File: src/rtl/data_memory_pkg.sv
// Shared datapath constants and types for the load/store side of the core.
package data_memory_pkg;

  localparam int DATA_W = 32;
  localparam int ADDR_W = 32;

  typedef logic [DATA_W-1:0] word_t;

endpackage : data_memory_pkg

File: src/rtl/data_memory.sv
// Word-addressed data RAM: clocked full-word writes, combinational reads,
// asynchronous active-low clear of every word.
module data_memory #(
  parameter int DATA_W = data_memory_pkg::DATA_W,
  parameter int ADDR_W = data_memory_pkg::ADDR_W,
  parameter int DEPTH  = 64
) (
  input  logic              clk,
  input  logic              rst_n,
  input  logic              we,
  input  logic [ADDR_W-1:0] a,
  input  logic [DATA_W-1:0] wd,
  output logic [DATA_W-1:0] rd
);

  import data_memory_pkg::*;

  localparam int IDX_W = $clog2(DEPTH);

  if ((DEPTH < 2) || ((DEPTH & (DEPTH - 1)) != 0)) begin : g_depth_check
    $error("data_memory: DEPTH must be a power of two and at least 2");
  end

  logic [IDX_W-1:0]  idx;
  logic [DATA_W-1:0] word_q [DEPTH];
  logic [DATA_W-1:0] word_d [DEPTH];

  // Byte-offset bits and bits above the index field are deliberately dropped,
  // so unaligned accesses hit the containing word and addresses alias.
  assign idx = a[2 +: IDX_W];

  logic unused_addr_bits;
  assign unused_addr_bits = ^{a[1:0], a[ADDR_W-1:2+IDX_W]};

  for (genvar gi = 0; gi < DEPTH; gi++) begin : g_word
    always_comb begin
      word_d[gi] = word_q[gi];
      // An unknown we falls through to the hold value, i.e. no write.
      if (we && (idx == IDX_W'(gi))) begin
        word_d[gi] = wd;
      end
    end

    always_ff @(posedge clk or negedge rst_n) begin
      if (!rst_n) begin
        word_q[gi] <= '0;
      end else begin
        word_q[gi] <= word_d[gi];
      end
    end
  end

  assign rd = word_q[idx];

endmodule : data_memory

File: config.mk
export PLATFORM = sky130hd
export DESIGN_NAME = data_memory
export DESIGN_NICKNAME = d
export VERILOG_FILES = /design/src/rtl/data_memory_pkg.sv /design/src/rtl/data_memory.sv
export SDC_FILE = /design/constraint.sdc
export NUM_CORES = 2
export LEC_CHECK = 0
export BUFFER_PORTS_ARGS = -buffer_cell sky130_fd_sc_hd__buf_2
export CAP_MARGIN = 20
export CORE_UTILIZATION = 30
export CTS_BUF_LIST = sky130_fd_sc_hd__clkbuf_8
export DETAILED_ROUTE_END_ITERATION = 10
export HOLD_SLACK_MARGIN = 0.03
export PLACE_DENSITY_LB_ADDON = 0.05
export SLEW_MARGIN = 20
export SYNTH_ARGS = -nofsm -noshare
export SYNTH_HDL_FRONTEND = slang
export SYNTH_SLANG_ARGS = --single-unit
File: constraint.sdc
create_clock -name clk -period 3.6 [get_ports clk]
set_input_delay 0 -clock clk [delete_from_list [all_inputs] [get_ports clk]]
set_output_delay 0 -clock clk [all_outputs]
set_load 0.005 [all_outputs]
### Yosys cells after proc, flatten, opt, wreduce, memory -nomap -nowiden

Index checks and enable logic that the tools add are counted.

* order comparisons: 1
* mux-type cells: 3
* equal/unequal tests: 63
* $mul: 0
* bitwise logic cells: 1
* shift-type cells: 0
* reductions and logical operators: 65
* $add $sub $neg: 0
* divide/modulo/power cells: 0

Operators by type and width (number)
* $bmux 32 s6: 1
* $eq 6x6->1 const B: 32
* $eq 6x5->1 const B: 16
* $logic_and 1x1->1: 64
* $mux 32: 2
* $eq 6x4->1 const B: 8
* $eq 6x3->1 const B: 4
* $eq 6x2->1 const B: 2
* $ge 7x7->1 const B: 1
* $not 6->7: 1
* $eq 6x1->1 const B: 1
* $logic_not 6->1: 1

* flip-flop bits (word level): 2048
* bits in latches: 0
* word-level logic and storage cells: 197
* memories: 0
* output and inout bits: 32
* bits in writable memories: 0
* ROM bits: 0

### Longest topological paths before layout

* word-level depth: 4
* depth in mapped cells: 8
* depth with buffers taken out: 4

### Least setup slack after synthesis

No wires, ideal clock.

* kind: input port to output port
* from: in a[2]
* to: out rd[13]
* stages: 7
* data arrival time: 1.873 ns
* slack: 1.727 ns
* required time: 3.600 ns
* cell sequence: buf_2 -> buf_2 -> buf_2 -> mux4_2 -> a22oi_1 -> a21oi_1 -> or4_1

* longest elaborated chain between the ends: 4

RTL lines
* from (decl): RTL line data_memory.sv:11 `input logic [ADDR_W-1:0] a,`
* $not 6->7 (not written as such): RTL line data_memory.sv:53 `assign rd = word_q[idx];`
* $bmux 32 s6: RTL line data_memory.sv:53
* $mux 32 (not written as such) (2 in a row): RTL line data_memory.sv:53
* to (decl): RTL line data_memory.sv:13 `output logic [DATA_W-1:0] rd`

No other way between the ends. The select of a mux whose other input is x is not followed.

### Worst setup path in the final report

* from: reg word_q[156] (netlist bit)
* to: out rd[28]

* longest elaborated chain between the ends: 3

RTL lines
* from (decl): RTL line data_memory.sv:25 `logic [DATA_W-1:0] word_q [DEPTH];`
* from (signal, indexed assignment): RTL line data_memory.sv:48 `word_q[gi] <= word_d[gi];`
* $bmux 32 s6: RTL line data_memory.sv:53
* $mux 32 (not written as such) (2 in a row): RTL line data_memory.sv:53

No other way between the ends. The select of a mux whose other input is x is not followed.

==> flow_summary.yaml <==
cells_and_area:
  top_regs: "word_q x2048"
  nets: 6027
  area_growth_pct: 16.51
  seqCellArea_sq_um: 51250
  layout-drive-gt1-share_pct: 55.28
  multi_input_area_sq_um: 38240
  final_area_sq_um: 107000
  top_register: "word_q"
  n_fill_cell: 28980
  largest_register_ffs: 2048
run:
  drv_cap: 0
route:
  drtPass1Iterations: 5
  first_iter_violations: 3000
  wl_mm: 317.4
  antenna_left: 0
  routedWlPerCell_microns: 30.64
  viasPerCell: 5.152
  vias: 53380
  drc_errors: 0
timing:
  min_period_ns: 3.438
  relSlewSlack_pct: 27.17
  hold_violations: 0
  max_freq_mhz: 290.9
  setup_violations: 0
  worst_slack_ns: 0.1624
  worstMarginPinSlew_ns: 1.093
  slew_violations: 0
  finalSetupTns_ns: 0
  fin_skew_ns: 0
  worst_hold_slack_ns: 0.1661
  timing.final.crit_share_pct: 95.49
critical_path:
  worst-path-stages: 5
  slowest_delay_ns: 0.77
  r2r-end: "word_q[1194]"
  path_cells: "mux4_2 -> a22oi_1 -> a21oi_1 -> or4_1 -> buf_2"
  cp_max_fo: 2
  reg2reg_from: "word_q[1194]"
  worstSetupStartpointType: "flip-flop"
  r2r_cells: 2
  cp.arrival_ns: 3.44
  endpoint_kind: "output port"
  crit_start: "word_q[156]"
  slowest_stage: "or4_1"
  critical_path_class: "reg -> out"
  cp_num_buf_inv: 1
  rrSetupSlack_ns: 2.30
  required_ns: 3.60
  crit_family: "simple AND/OR/NAND/NOR gates"
yosys:
  ys.warnings.count: 0
  synth-seq-cells: 2048
  syn_inst: 5734
  syn_nets: 5801
  synth-async-reset-ratio_pct: 100.0
  synth_flop_cell: "dfrtp_1"
  synth_cell_types: 27
  synthTopCellsByArea: "dfrtp_1 (56%), mux2_2 (24%), mux4_2 (13%)"
  syn_area_per_cell_sq_um: 16.01
  syn_area_sq_um: 91810
  synth_edf_count: 0
  synth_top_area_share_pct: 55.82
  yosys.area.top_type: "dfrtp_1"
  ys_seq_area_share_pct: 55.82
placement:
  post_dp_cell_area_sq_um: 98440
  dp_hpwl_mm: 186.7
  dp_slack_ns: 0.5556
  place_congestion: 0.7270
  io_buffers: 72
power:
  power_mw: 58.27
  p_leak_nw: 49.39
  p_per_area_nw_per_um2: 544.8
  vdd_drop_max_uv: 268.2
grt:
  grt_pass1_wl_mm: 457.2
  grt_max_degree: 117
  grt_overflow: 0
  antenna_found_initial: 29
  grt_use_total_pct: 20.74
  grt_pass1_vias: 58450
clock_tree:
  cts_max_path_buffers: 4
  numCtsBuffers: 394
  htree_levels: 5
  worstSkewPairLatency_ns: 1.06
  cts_setup_buffers: 0
  path_clk_slew_ns: 0.06
  cts_tree: "built"
  clock_sinks: 2048
  clock-root-buffer: "clkbuf_8"
die:
  rows: 202
  core_area_sq_um: 303500
  ios: 99
  initial_core_util_pct: 30.25
  die_h_microns: 555.2
  die_x_microns: 555.2
  die_area_sq_um: 308200
status:
  status: "finished clean"
min_path:
  min_to: "word_q[730]"
  min_path_cells: 3
  min_path_type: "in -> reg"
  min-delay-start: "wd[26]"
## power by group
group	internal (mW)	switching [mW]	leakage, nW
Clock	12.8	10.6	4.69
Combinational	4.15	3.16	17.5
Sequential	26.1	1.45	27.2
Total	43.1	15.2	49.4
## worst register-to-register path: cells and delay by family (launching register included)
| family | cells | cell delay [ns] |
|---|---|---|
| multiplexers | 1 | 0.26 |
| buffers and inverters | 1 | 0.55 |
| flip-flops | 1 | 0.38 |
## placed cells by master, fill, tap and decap left out, types with 11 or more instances in the layout
master | netlist | layout
clkinv_2 | 0 | 23
nor2_4 | 0 | 21
clkbuf_8 | 0 | 512
mux2_1 | 127 | 127
nand2_2 | 0 | 40
diode_2 | 0 | 11
dlygate4sd3_1 | 0 | 45
mux2_2 | 1921 | 1921
a21oi_1 | 128 | 128
buf_2 | 193 | 67
buf_12 | 0 | 86
inv_1 | 0 | 151
dfrtp_1 | 2048 | 2048
or4_1 | 32 | 27
a22oi_1 | 256 | 255
mux4_2 | 512 | 512
buf_4 | 8 | 238
## worst max-delay path by stage
stage	endpoint	slack (ns)
final	rd[28]	0.16
after global routing	rd[28]	-0.002
after CTS	rd[16]	0.01
after detailed placement	rd[10]	0.56
after global placement	rd[14]	0.51
after floorplan	rd[13]	1.73
## cell families (layout without fill, tap and decap cells)
logic type | after synthesis | in the layout | share of synthesized area (%)
buffers and inverters | 609 | 1145 | 2.933
and+or+nand+nor | 133 | 133 | 0.7741
other | 0 | 11 | 0
muxes | 2560 | 2560 | 37.68
DFF | 2048 | 2048 | 55.82
AOI/OAI and AO/OA | 384 | 384 | 2.791
## synth_stat cells (all sizes together), types with 4 or more instances
| master | instances |
|---|---|
| or4 | 32 |
| clkbuf | 300 |
| nand3 | 8 |
| a22oi | 256 |
| nor3 | 4 |
| buf | 309 |
| a21oi | 128 |
| mux2 | 2048 |
| nand2b | 6 |
| nand2 | 42 |
| mux4 | 512 |
| dfrtp | 2048 |
| nor2 | 27 |
## what timing repair did
| action | 4_1_cts | 5_1_grt |
|---|---|---|
| endpoints found under the hold margin | 4096 | 0 |
| hold buffers | 46 | 0 |
| resized for setup | 4 | 2 |
| cloned | 0 | 0 |
| endpoints found under the setup margin | 4 | 2 |
## cell type report
type | count | area share, %
Antenna cell | 11 | 0.02573
Clock buffer | 512 | 6.588
Clock inverter | 194 | 0.8878
Multi-Input combinational cell | 3077 | 35.75
Sequential cell | 2048 | 47.91
Tap cell | 4080 | 4.772
Timing Repair Buffer | 439 | 4.068
## through the flow
step / utilization, % / instances
2_1_floorplan: - / 5734
3_3_place_gp: 32.43 / 9598
3_5_place_dp: 32.43 / 9598
4_1_cts: 35.23 / 10350
5_1_grt: 35.24 / 10360
6_report: 35.24 / 10360
## routing by layer
metal	global-route usage, %	share of wire (%)	vias up
met1	29.27	47	29850
met2	33.57	47	1013
met3	3.028	3.5	463
met4	4.704	2.2	6
met5	0	0.013	-
li1	-	-	22040
No activity file was read; power rests on OpenSTA's default activity.
